<file path="src/rtl/intel_vvp_exposure_fusion_core.sv">
`default_nettype none
// ============================================================================
// Module      : intel_vvp_exposure_fusion_core
// Description : Exposure fusion pixel datapath. Merges co-sited long- and
//               short-exposure pixels into one extended-range pixel using a
//               3-stage valid/ready pipeline. Output mode, black level,
//               exposure ratio and threshold are captured on each accepted
//               start-of-frame beat and travel with every beat of the frame.
//               Optional macro EXPOSURE_FUSION_STATS_EN adds the
//               stat_short_count port (per-frame count of short selections).
// Revision    : 1.0 - initial release
// ============================================================================
module intel_vvp_exposure_fusion_core #(
    parameter int BPS     = 12,
    parameter int BPS_OUT = BPS + 5
) (
    input  logic               main_clock,
    input  logic               main_reset_n,
    input  logic [1:0]         r_vid_output_mode,
    input  logic [15:0]        r_vid_black_level,
    input  logic [16:0]        r_vid_exposure_ratio,
    input  logic [15:0]        r_vid_threshold,
    input  logic               din_valid,
    output logic               din_ready,
    input  logic [BPS-1:0]     din_long,
    input  logic [BPS-1:0]     din_short,
    input  logic               din_sop,
    input  logic               din_eop,
    output logic               dout_valid,
    input  logic               dout_ready,
    output logic [BPS_OUT-1:0] dout_data,
    output logic               dout_sop,
    output logic               dout_eop
`ifdef EXPOSURE_FUSION_STATS_EN
    ,
    output logic [31:0]        stat_short_count
`endif
);

    // Scaled-short width and full product width of short * ratio (+ rounding).
    localparam int c_SS_W   = BPS + 5;
    localparam int c_PROD_W = BPS + 17;

    // ------------------------------------------------------------------------
    // Flow control: one enable moves every stage together.
    // ------------------------------------------------------------------------
    logic w_en;
    logic w_accept;
    logic w_load_ctl;

    assign w_en       = dout_ready || !dout_valid;
    assign din_ready  = w_en;
    assign w_accept   = din_valid && w_en;
    assign w_load_ctl = w_accept && din_sop;

    // ------------------------------------------------------------------------
    // Per-frame control latch. The sop beat itself must already see the new
    // values, so the effective controls bypass the latch on that beat.
    // ------------------------------------------------------------------------
    logic [1:0]  r_ctl_mode;
    logic [15:0] r_ctl_black_level;
    logic [16:0] r_ctl_ratio;
    logic [15:0] r_ctl_threshold;

    logic [1:0]  w_mode;
    logic [15:0] w_black_level;
    logic [16:0] w_ratio;
    logic [15:0] w_threshold;

    assign w_mode        = w_load_ctl ? r_vid_output_mode    : r_ctl_mode;
    assign w_black_level = w_load_ctl ? r_vid_black_level    : r_ctl_black_level;
    assign w_ratio       = w_load_ctl ? r_vid_exposure_ratio : r_ctl_ratio;
    assign w_threshold   = w_load_ctl ? r_vid_threshold      : r_ctl_threshold;

    // Capture the frame's control values on every accepted sop beat.
    always_ff @(posedge main_clock or negedge main_reset_n) begin
        if (!main_reset_n) begin
            r_ctl_mode        <= '0;
            r_ctl_black_level <= '0;
            r_ctl_ratio       <= '0;
            r_ctl_threshold   <= '0;
        end else if (w_load_ctl) begin
            r_ctl_mode        <= r_vid_output_mode;
            r_ctl_black_level <= r_vid_black_level;
            r_ctl_ratio       <= r_vid_exposure_ratio;
            r_ctl_threshold   <= r_vid_threshold;
        end
    end

    // ------------------------------------------------------------------------
    // Stage 1: black-level subtraction with clamp at zero. The compare is done
    // at 17 bits so a 16-bit black level above any BPS-bit pixel clamps.
    // ------------------------------------------------------------------------
    logic [16:0]    w_long_ext;
    logic [16:0]    w_short_ext;
    logic [16:0]    w_bl_ext;
    logic [16:0]    w_long_sub;
    logic [16:0]    w_short_sub;
    logic [BPS-1:0] w_l;
    logic [BPS-1:0] w_s;

    assign w_long_ext  = 17'(din_long);
    assign w_short_ext = 17'(din_short);
    assign w_bl_ext    = 17'(w_black_level);
    assign w_long_sub  = w_long_ext - w_bl_ext;
    assign w_short_sub = w_short_ext - w_bl_ext;
    assign w_l = (w_bl_ext >= w_long_ext)  ? '0 : w_long_sub[BPS-1:0];
    assign w_s = (w_bl_ext >= w_short_ext) ? '0 : w_short_sub[BPS-1:0];

    logic           r_s1_valid;
    logic           r_s1_sop;
    logic           r_s1_eop;
    logic [BPS-1:0] r_s1_l;
    logic [BPS-1:0] r_s1_s;
    logic [16:0]    r_s1_ratio;
    logic [15:0]    r_s1_threshold;
    logic [1:0]     r_s1_mode;

    // Stage 1 register: clamped pixels plus the controls this beat uses.
    always_ff @(posedge main_clock or negedge main_reset_n) begin
        if (!main_reset_n) begin
            r_s1_valid     <= 1'b0;
            r_s1_sop       <= 1'b0;
            r_s1_eop       <= 1'b0;
            r_s1_l         <= '0;
            r_s1_s         <= '0;
            r_s1_ratio     <= '0;
            r_s1_threshold <= '0;
            r_s1_mode      <= '0;
        end else if (w_en) begin
            r_s1_valid <= din_valid;
            r_s1_sop   <= din_valid && din_sop;
            r_s1_eop   <= din_valid && din_eop;
            if (din_valid) begin
                r_s1_l         <= w_l;
                r_s1_s         <= w_s;
                r_s1_ratio     <= w_ratio;
                r_s1_threshold <= w_threshold;
                r_s1_mode      <= w_mode;
            end
        end
    end

    // ------------------------------------------------------------------------
    // Stage 2: scale short by the 5.12 ratio with round-half-up. The product
    // plus 2048 cannot overflow c_PROD_W bits, and the shifted result always
    // fits c_SS_W bits, so no saturation is needed.
    // ------------------------------------------------------------------------
    logic [c_PROD_W-1:0] w_prod;
    logic [c_SS_W-1:0]   w_ss;
    logic                w_sel;

    assign w_prod = c_PROD_W'(r_s1_s) * c_PROD_W'(r_s1_ratio) + c_PROD_W'(2048);
    assign w_ss   = c_SS_W'(w_prod >> 12);
    assign w_sel  = 17'(r_s1_l) >= 17'(r_s1_threshold);

    logic              r_s2_valid;
    logic              r_s2_sop;
    logic              r_s2_eop;
    logic [BPS-1:0]    r_s2_l;
    logic [c_SS_W-1:0] r_s2_ss;
    logic              r_s2_sel;
    logic [1:0]        r_s2_mode;

    // Stage 2 register: long level, scaled short and the selection decision.
    always_ff @(posedge main_clock or negedge main_reset_n) begin
        if (!main_reset_n) begin
            r_s2_valid <= 1'b0;
            r_s2_sop   <= 1'b0;
            r_s2_eop   <= 1'b0;
            r_s2_l     <= '0;
            r_s2_ss    <= '0;
            r_s2_sel   <= 1'b0;
            r_s2_mode  <= '0;
        end else if (w_en) begin
            r_s2_valid <= r_s1_valid;
            r_s2_sop   <= r_s1_sop;
            r_s2_eop   <= r_s1_eop;
            if (r_s1_valid) begin
                r_s2_l    <= r_s1_l;
                r_s2_ss   <= w_ss;
                r_s2_sel  <= w_sel;
                r_s2_mode <= r_s1_mode;
            end
        end
    end

    // ------------------------------------------------------------------------
    // Stage 3: output mux by the beat's latched mode.
    // ------------------------------------------------------------------------
    logic [BPS_OUT-1:0] w_out;

    // Select the output pixel for the beat leaving stage 2.
    always_comb begin
        w_out = '0;
        case (r_s2_mode)
            2'd0:    w_out = r_s2_sel ? BPS_OUT'(r_s2_ss) : BPS_OUT'(r_s2_l);
            2'd1:    w_out = BPS_OUT'(r_s2_l);
            2'd2:    w_out = BPS_OUT'(r_s2_ss);
            default: w_out = r_s2_sel ? '1 : '0;
        endcase
    end

    // Stage 3 register: drives the output interface directly.
    always_ff @(posedge main_clock or negedge main_reset_n) begin
        if (!main_reset_n) begin
            dout_valid <= 1'b0;
            dout_sop   <= 1'b0;
            dout_eop   <= 1'b0;
            dout_data  <= '0;
        end else if (w_en) begin
            dout_valid <= r_s2_valid;
            dout_sop   <= r_s2_sop;
            dout_eop   <= r_s2_eop;
            if (r_s2_valid) begin
                dout_data <= w_out;
            end
        end
    end

`ifdef EXPOSURE_FUSION_STATS_EN
    // ------------------------------------------------------------------------
    // Short-selection statistics, counted on beats leaving the pipeline.
    // ------------------------------------------------------------------------
    logic        r_s3_sel;
    logic [31:0] r_stat_acc;
    logic [31:0] w_stat_next;

    assign w_stat_next = (dout_sop ? 32'd0 : r_stat_acc) + 32'(r_s3_sel);

    // Keep the selection flag aligned with the beat held in stage 3.
    always_ff @(posedge main_clock or negedge main_reset_n) begin
        if (!main_reset_n) begin
            r_s3_sel <= 1'b0;
        end else if (w_en && r_s2_valid) begin
            r_s3_sel <= r_s2_sel;
        end
    end

    // Accumulate per frame; publish the total when the eop beat leaves.
    always_ff @(posedge main_clock or negedge main_reset_n) begin
        if (!main_reset_n) begin
            r_stat_acc       <= '0;
            stat_short_count <= '0;
        end else if (dout_valid && dout_ready) begin
            r_stat_acc <= w_stat_next;
            if (dout_eop) begin
                stat_short_count <= w_stat_next;
            end
        end
    end
`endif

endmodule
`default_nettype wire

</file>
<file path="config.mk">
export PLATFORM = sky130hd
export DESIGN_NAME = intel_vvp_exposure_fusion_core
export DESIGN_NICKNAME = d
export VERILOG_FILES = /design/src/rtl/intel_vvp_exposure_fusion_core.sv
export SDC_FILE = /design/constraint.sdc
export NUM_CORES = 1
export LEC_CHECK = 0
export ABC_AREA = 1
export CORE_MARGIN = 3
export CORE_UTILIZATION = 55
export DETAILED_ROUTE_END_ITERATION = 8
export PLACE_DENSITY = 0.89
export SLEW_MARGIN = 20
export SYNTH_ARGS = -nofsm -noshare
export SYNTH_HDL_FRONTEND = slang
export SYNTH_SLANG_ARGS = --single-unit
</file>
<file path="constraint.sdc">
create_clock -name main_clock -period 4.4 [get_ports main_clock]
set_input_delay 0.66 -clock main_clock [delete_from_list [all_inputs] [get_ports main_clock]]
set_output_delay 0.66 -clock main_clock [all_outputs]
set_load 0.01 [all_outputs]
</file>
==> metrics.txt, run 1 <==
skew final about 0.010 ns; Slew @ Worst Pin roughly 0.96 ns; Yosys warning count 0; Antenna Nets Post-Route 0; Hold WC Path Type in2async; fin crit period around 4.8 ns; first drt pass iteration count 6; area share of the largest cell type after synthesis a little over a quarter; area of the multi-input gates ~10,000 µm²; ANT cells 0; CTS tree done; #FFs+latches synth 168; violated checks setup timing; cell taking the most area after synthesis dfrtp_1; num rows 60; Seq/Total Area, Yosys between 20% and 30%; unrepaired setup endpoints after global routing true; Synth Area in Simple Gates 19.9%; core area between 20,000 and 30,000 µm²; Final HPWL DP 31,900 µm; Total Nets Final approximately 2,500; Worst EP required 4.73 ns; Reg area roughly 4200 µm²; Mapped Cells approximately 2,000; number of flops mapped to enable cells by yosys 0; placed cell count ~2,500; area grow syn2layout 27.0%; ys flop type dfrtp_1; status finished, violations left; ys async rst share between 90% and 100%; Pleak between 10 and 15 nW; vias in the first global route 15,234; clock-pin slew on the worst setup and hold paths around 0.070 ns; Worst Setup End Kind register; Port Buffer Count a little over 100; via/cell ratio roughly 5.5; Die W between 150 and 200 µm; initial DRC count between 1,000 and 1,500; largest net degree at the start of global routing just under 100; Worst-Skew Late Latency between 0.4 and 0.5 ns; CTS sink count 168; Synth Area in Compound Gates around 7.6%; post-route cell area about 20,000 µm²; Pwr Total ~13 mW; Area contributors post-synth dfrtp_1 27%, fa_1 19%, nand2_1 13%; CTS HTree Levels 4; max_cap viols 0; critical setup path kind reg2reg; drt total wl roughly 46,000 µm; Placed Area 17,900 µm²; mapped cell area between 15,000 and 20,000 µm²; mux contribution to synthesized area between 1 and 1.5%; Die H around 170 µm; Synth Area in Adders between 30% and 40%; largest family of logic cells by synthesized area adder cells; setup violators final 17; startpoint types register; Worst Path Max Fanout 5; fin worst setup slack -0.395 ns; commonest cells after routing, fill and taps aside 494 x nand2_1, 386 x inv_1, 149 x dfrtp_1, 142 x fa_1; maximum root-to-sink buffer count 2; Max VDD drop around 0.61 mV; Slew Limit Fails 0; P per Cell Area 642 nW/µm²; Initial Util a little under three fifths; DR vias 14,049; most common cell after layout, fill and taps aside nand2_1; final hold violations 0; Final period util 109%; total gr overflow 0; layout cells sized above 1 ~21%; first-pass GRT wire length between 70,000 and 80,000 µm; Global Route Usage Sum about 30%; Layout fillers ~1,800; Reg2Reg Setup Slack -0.39 ns; Ports between 100 and 150; xor and xnor area share after synthesis 1.40%; total die area 30,400 µm²; Sum Neg Setup Slack -4.66 ns; initial antenna violation count 0; Syn Nets roughly 2,300; FMAX approximately 210 MHz; Netlist cell types 39; Syn Area/Cell 7.98 µm²; drc violations 0; Max transition margin a little over a third; post-route insts no fill between 2,000 and 3,000; Worst EP arrival just over 5 ns; root buffer cell clkbuf_16; wire per inst between 15 and 20 µm; Final GP Congestion approximately 0.95; total CTS buffers 17
-- worst max-delay path, stage by stage, from the launching register on --
cell and delay (ns):
dfrtp_2 0.44, buf_4 0.14, nand2_1 0.06, inv_1 0.08
fa_1 0.61, inv_2 0.06, fa_1 0.52, fa_1 0.51
inv_1 0.05, fa_1 0.51, inv_2 0.05, fa_1 0.49
inv_2 0.04, ha_4 0.33, nand2_4 0.10, nor2_4 0.14
inv_2 0.05, nor2_1 0.12, nand2_1 0.11, nand2_1 0.07
nand2_1 0.06, nand3_2 0.07, nand2_1 0.05
-- path summary, 6_finish.rpt --
kind | startpoint | endpoint | cells past startpoint
min in group main_clock | r_ctl_ratio[13] | r_ctl_ratio[13] | 2
setup / recovery | r_s1_ratio[11] | r_s2_ss[9] | 22
hold reg to reg | r_ctl_ratio[13] | r_ctl_ratio[13] | 2
setup reg to reg | r_s1_ratio[11] | r_s2_ss[9] | 22
hold / removal | main_reset_n | r_ctl_threshold[3] | 1
max in group asynchronous | main_reset_n | r_s1_ratio[9] | 2
-- cell families after synthesis --
family | Yosys count
muxes | 19
AOI/OAI and AO/OA | 219
adders and majority gates | 287
xor gates and xnor gates | 25
and+or+nand+nor | 732
DFF | 168
buffers and inverters | 504
-- state kept, by name, indices dropped and copies added (netlist names), 2 cells and up --
register	cells
r_s2_mode	2
r_s1_mode	2
r_ctl_ratio	17
dout_data	17
r_s1_s	12
r_ctl_threshold	16
r_s1_l	12
r_ctl_mode	2
r_ctl_black_level	16
r_s1_ratio	17
r_s2_ss	17
r_s1_threshold	16
r_s2_l	12
-- per-stage QoR --
step	hold WS, ns	setup WS (ns)	util (%)
after global routing	0.376	-0.500	72.2
after detailed placement	0.455	-0.521	65.2
after floorplan	0.364	-0.00474	-
final	0.294	-0.395	72.2
after CTS	0.345	-0.231	70.5
after global placement	0.448	-0.393	65.2
-- synth_stat cells (3+ instances only) --
cell,number
nand3_1,63
or2_2,9
nand2_1,540
ha_1,136
fa_1,151
xor2_1,13
o21bai_1,7
nand3b_1,5
xnor2_1,12
buf_4,3
dfrtp_1,168
o21ai_0,83
buf_2,9
clkbuf_1,60
nor3_1,11
o22ai_1,3
inv_1,424
buf_6,3
buf_1,3
mux2_2,19
nand3_2,22
nand2_2,4
nor2_1,60
nor2_4,5
a21oi_1,87
nand4_1,10
a31oi_1,32
-- cell type report --
class / count / share of cell area [%]
clock buffers: 19 / 2.19
clock inverters: 13 / 0.910
inverters: 426 / 8.09
multi-input cells: 1282 / 52.0
flip-flops and latches: 168 / 21.4
well taps: 372 / 2.35
repair buffers: 263 / 13.1
-- per-layer routing --
metal / global-route usage (%) / wire length, µm / vias up / share of wire (%)
met5: 0 / 0 / - / 0
met4: 14.4 / 2510 / 0 / 5.4
met3: 5.88 / 3150 / 236 / 6.8
met2: 54.8 / 23600 / 694 / 51
met1: 34.8 / 16800 / 6789 / 37
li1: - / - / 6330 / -
-- timing repair --
| item | in CTS | in global routing |
|---|---|---|
| hold buffers | 0 | 0 |
| setup endpoints to repair | 17 | 17 |
| resized for setup | 138 | 105 |
| pin swaps | 40 | 60 |
| gates cloned | 1 | 0 |
| buffers inserted | 41 | 12 |
| hold endpoints to repair | 0 | 0 |
-- power breakdown --
group / internal, mW / leakage [nW] / switching (mW)
sequential: 2.04 / 2.06 / 0.385
clock: 0.913 / 0.299 / 0.699
combinational: 3.77 / 8.03 / 4.90
total: 6.73 / 10.4 / 5.98
(Power assumes the default switching activity.)
==> run 2, diff against run 1 <==
CORE_MARGIN = 2   (was 3)
PLACE_DENSITY = 0.86   (was 0.89)
clock period = 5.9 ns   (was 4.4 ns; I/O delays follow)
==> metrics.txt, run 2 (synthesis gave the netlist of run 1 again) <==
max_cap viols 0; largest net degree at the start of global routing between 90 and 100; worst hold slack approximately 0.30 ns; initial DRC count 986; ANT cells 0; crit-path cells nand2_1 -> fa_1 -> fa_1 -> fa_1 -> inv_1 -> fa_1 -> inv_1 -> fa_1 -> inv_1 -> ha_1 -> a21oi_1 -> o21ai_0 -> a21oi_1 -> nor2_1 -> nor2_1 -> nand2_1 -> nand3_1 -> nand2_1; Worst EP arrival 5.54 ns; Die H roughly 170 µm; Worst R2R End r_s2_ss[7]; Sum Neg Setup Slack 0 ns; total die area just under 30,000 µm²; core area about 28,000 µm²; P per Cell Area 400 nW/µm²; Total Nets Final between 2,000 and 2,500; skew final about 0.010 ns; Initial Util 56.0%; Ports just over 100; num rows slightly above 60; Final period util between 80% and 90%; Layout fillers roughly 2,300; Reg area 4200 µm²; drt total wl between 30,000 and 40,000 µm; status completed; post-CTS setup buffer count 0; clock-pin slew on the worst setup and hold paths around 0.070 ns; fin worst setup slack about 0.7 ns; Worst Setup End Kind register; Die W 172 µm; startpoint types register; wire per inst 16.1 µm; first-pass GRT wire length 64,300 µm; maximum root-to-sink buffer count 2; Slew Limit Fails 0; most common cell after layout, fill and taps aside nand2_1; Reg2Reg Setup Slack ~0.7 ns; drc violations 0; FF-to-FF Start r_s1_s[6]; Port Buffer Count ~100; setup violators final 0; area grow syn2layout 11.6%; total gr overflow 0; # hold bufs at CTS 0; Max transition margin roughly 28%; Worst EP required 6.24 ns; first drt pass iteration count 9; Hold WC Path Type in2async; post-CTS resize count 0; vias in the first global route roughly 14,000; commonest cells after routing, fill and taps aside 540 x nand2_1, 424 x inv_1, 168 x dfrtp_1, 151 x fa_1, 136 x ha_1; Slowest Stage Delay on Critical Path 0.82 ns; CP most frequent cell fa_1; unrepaired setup endpoints after global routing false; Antenna Nets Post-Route 0; Final GP Congestion 0.920; post-route insts no fill around 2,400; Slew @ Worst Pin 1.08 ns; root buffer cell clkbuf_16; worst reg2reg path depth 18; Worst Path Max Fanout 18; initial antenna violation count 0; Place WS between 0.7 and 0.8 ns; DR vias about 13,000; final hold violations 0; CTS sink count between 150 and 200; Global Route Usage Sum ~28%; CP max-delay cell dfrtp_1; area of the multi-input gates 9450 µm²; Worst-Skew Late Latency 0.45 ns; Final HPWL DP 29,400 µm; placed cell count about 2,400; layout cells sized above 1 under 10%; CTS tree done; total CTS buffers 17; via/cell ratio around 5.4; FMAX ~190 MHz; fin crit period roughly 5.2 ns; Pleak roughly 9.4 nW; critical setup path kind reg2reg; post-layout util a little over three fifths; CTS HTree Levels 4; Max VDD drop 0.235 mV
## run 2: layout make-up
class                           instances  area share [%]
Multi-Input combinational cell       1282            54.3
Sequential cell                       168            24.2
Inverter                              426            9.19
Timing Repair Buffer                  108            6.12
Tap cell                              378            2.72
Clock buffer                           19            2.49
Clock inverter                         13           0.957
## run 2: worst max-delay path: cells and delay by family (launching register included)
family | cells | cell delay (ns)
and+or+nand+nor | 6 | 0.58
AOI/OAI and AO/OA | 3 | 0.63
buffers and inverters | 3 | 0.15
DFF | 1 | 0.82
adders and majority gates | 6 | 2.91
## run 2: worst max-delay path by stage
stage                   start     endpoint  slack [ns]  depth (start not counted)
detailed placement  r_s1_s[3]   r_s2_ss[7]        0.75                         18
global placement    r_s1_s[6]  r_s2_ss[15]        0.86                         18
global route        r_s1_s[3]  r_s2_ss[15]        0.40                         18
floorplan           r_s1_s[3]  r_s2_ss[10]        1.06                         21
finish              r_s1_s[6]   r_s2_ss[7]        0.70                         18
CTS                 r_s1_s[3]   r_s2_ss[7]        0.74                         18
## run 2: report_power, final
part / switching (mW) / internal, mW
combinational: 2.36 / 1.47
clock: 0.509 / 0.637
sequential: 0.459 / 1.51
total: 3.33 / 3.62
## run 2: stage by stage
step                      instance area, µm²  total power [mW]
after CTS                              17400              6.96
after detailed placement               16800              5.77
final                                  17400              6.95
after global placement                 16800              5.63
after global routing                   17400              7.61
after floorplan                        15600              4.58
## run 2: metal layers
metal / part of all wire (%) / up-vias / GRT usage (%) / routed length, µm
met5: 0 / - / 0 / 0
met2: 50 / 483 / 48.0 / 19300
met3: 5.6 / 138 / 4.55 / 2160
met1: 40 / 6349 / 33.0 / 15400
met4: 4.6 / 0 / 14.5 / 1780
li1: - / 6020 / - / -
==> run 3, diff against run 2 <==
ABC_CLOCK_PERIOD_IN_PS = 5900   (was not set)
PLACE_DENSITY = not set   (was 0.86)
PLACE_DENSITY_LB_ADDON = 0.12   (was not set)
==> metrics.txt, run 3 (synthesis gave the netlist of run 1 again) <==
status completed; setup violators final 0; total gr overflow 0; # hold bufs at CTS 0; met1 Use GR between 30% and 40%; Placed Area 16,800 µm²; FF-to-FF Start r_s1_s[6]; Sum Neg Setup Slack 0 ns; unrepaired setup endpoints after global routing false; maximum root-to-sink buffer count 2; min-delay src r_ctl_ratio[12]; Antenna Nets Post-Route 0; fin worst setup slack just under 0.8 ns; drc violations 0; critical setup path kind reg2reg; root buffer cell clkbuf_16; Hold WC Path Type reg2reg; Initial Util between 50% and 60%; CP most frequent cell fa_1; final hold violations 0; clock-pin slew on the worst setup and hold paths ~0.080 ns; Worst-Skew Late Latency between 0.4 and 0.5 ns; vias in the first global route between 10,000 and 15,000; Place WS ~0.86 ns; Worst EP required just over 6 ns; startpoint types register; first drt pass iteration count 5; Worst Setup End Kind register; via/cell ratio about 5.2; Port Buffer Count a little over 100; wire per inst about 16 µm; CTS HTree Levels 4; initial antenna violation count 1; skew final between 0.008 and 0.009 ns; Slowest Stage Delay on Critical Path roughly 0.78 ns; most common cell after layout, fill and taps aside nand2_1; GR Util met3 around 4.9%; Total Nets Final about 2,400; Max VDD drop between 0.2 and 0.3 mV; Worst EP arrival between 5 and 6 ns; post-route cell area 17,400 µm²; Ports ~100; Die W roughly 170 µm; P per Cell Area 395 nW/µm²; num rows 61; post-CTS setup buffer count 0; initial DRC count approximately 770; Final period util 86.8%; met2 Use GR between 40% and 50%; total die area roughly 30,000 µm²; commonest cells after routing, fill and taps aside 540 x nand2_1, 424 x inv_1, 168 x dfrtp_1, 151 x fa_1, 136 x ha_1; Final GP Congestion approximately 0.9; Slew Limit Fails 0; CTS tree done; max_cap viols 0; drt total wl 38,400 µm; CTS sink count between 150 and 200; Worst R2R End r_s2_ss[11]; DR vias approximately 12,000; crit-path cells nand2_1 -> fa_1 -> inv_1 -> fa_1 -> fa_1 -> fa_1 -> inv_1 -> fa_1 -> inv_1 -> ha_1 -> nand2_1 -> nor2_1 -> inv_1 -> nor3_1 -> nand3_1 -> nand3_1 -> nand2_1 -> nand3_1 -> o21ai_0; largest net degree at the start of global routing 92; Final HPWL DP 30,800 µm; FMAX approximately 200 MHz; post-CTS resize count 0; Max transition margin 41.9%; Die H around 170 µm; core area roughly 28,000 µm²; Worst Path Max Fanout 18; Reg2Reg Setup Slack between 0.7 and 0.8 ns; Slew @ Worst Pin 0.863 ns; layout cells sized above 1 ~5.4%; Worst Hold Path Cells 2; Pleak 9.39 nW; Worst Hold End r_ctl_ratio[12]; Global Route Usage Sum about 28%; most crowded layer after global routing met2; worst reg2reg path depth 19; area grow syn2layout 11.8%; total CTS buffers 17; CP max-delay cell dfrtp_1; fin crit period between 5 and 6 ns; first-pass GRT wire length approximately 63,000 µm
run 3: critical path, delay by kind of cell (launching register included):
kind	cells	cell delay, ns
compound gates	1	0.07
fa+ha+maj	6	2.94
buf+inv	4	0.21
flops	1	0.78
simple gates	8	1.00
run 3: worst max path at each step:
| stage | start | end | slack, ns |
|---|---|---|---|
| floorplan | r_s1_s[3] | r_s2_ss[10] | 1.06 |
| global placement | r_s1_ratio[8] | r_s2_ss[15] | 0.88 |
| detailed placement | r_s1_s[1] | r_s2_ss[11] | 0.86 |
| CTS | r_s1_s[6] | r_s2_ss[11] | 0.84 |
| global route | r_s1_s[6] | r_s2_ss[3] | 0.42 |
| finish | r_s1_s[6] | r_s2_ss[11] | 0.78 |
run 3: through the flow:
| step | hold slack (ns) | util [%] | power [mW] | instances |
|---|---|---|---|---|
| finish | 0.468 | 62.5 | 6.89 | 2400 |
| floorplan | 0.437 | - | 4.58 | 1954 |
| global placement | 0.448 | 60.4 | 5.73 | 2367 |
| detailed placement | 0.454 | 60.4 | 5.79 | 2367 |
| global route | 0.482 | 62.5 | 7.62 | 2399 |
| CTS | 0.470 | 62.5 | 6.93 | 2399 |
run 3: metal layers:
layer,vias to the layer above,wire length [µm]
met4,0,1460
met5,-,0
met2,325,18500
met3,86,1800
met1,5989,16700
li1,6036,-
run 3: power by group:
part | total (mW) | switching [mW] | internal [mW]
clock | 1.12 | 0.537 | 0.583
combinational | 3.84 | 2.35 | 1.49
sequential | 1.93 | 0.417 | 1.51
total | 6.89 | 3.31 | 3.58
run 3: cell type report:
cell class / count / area, µm²
antenna: 1 / 2.50
multi-input combinational: 1282 / 9460
timing repair buffer: 113 / 1100
fill: 2517 / 10400
clock buffer: 19 / 453
tap: 378 / 473
inverter: 426 / 1600
clock inverter: 13 / 128
sequential: 168 / 4200
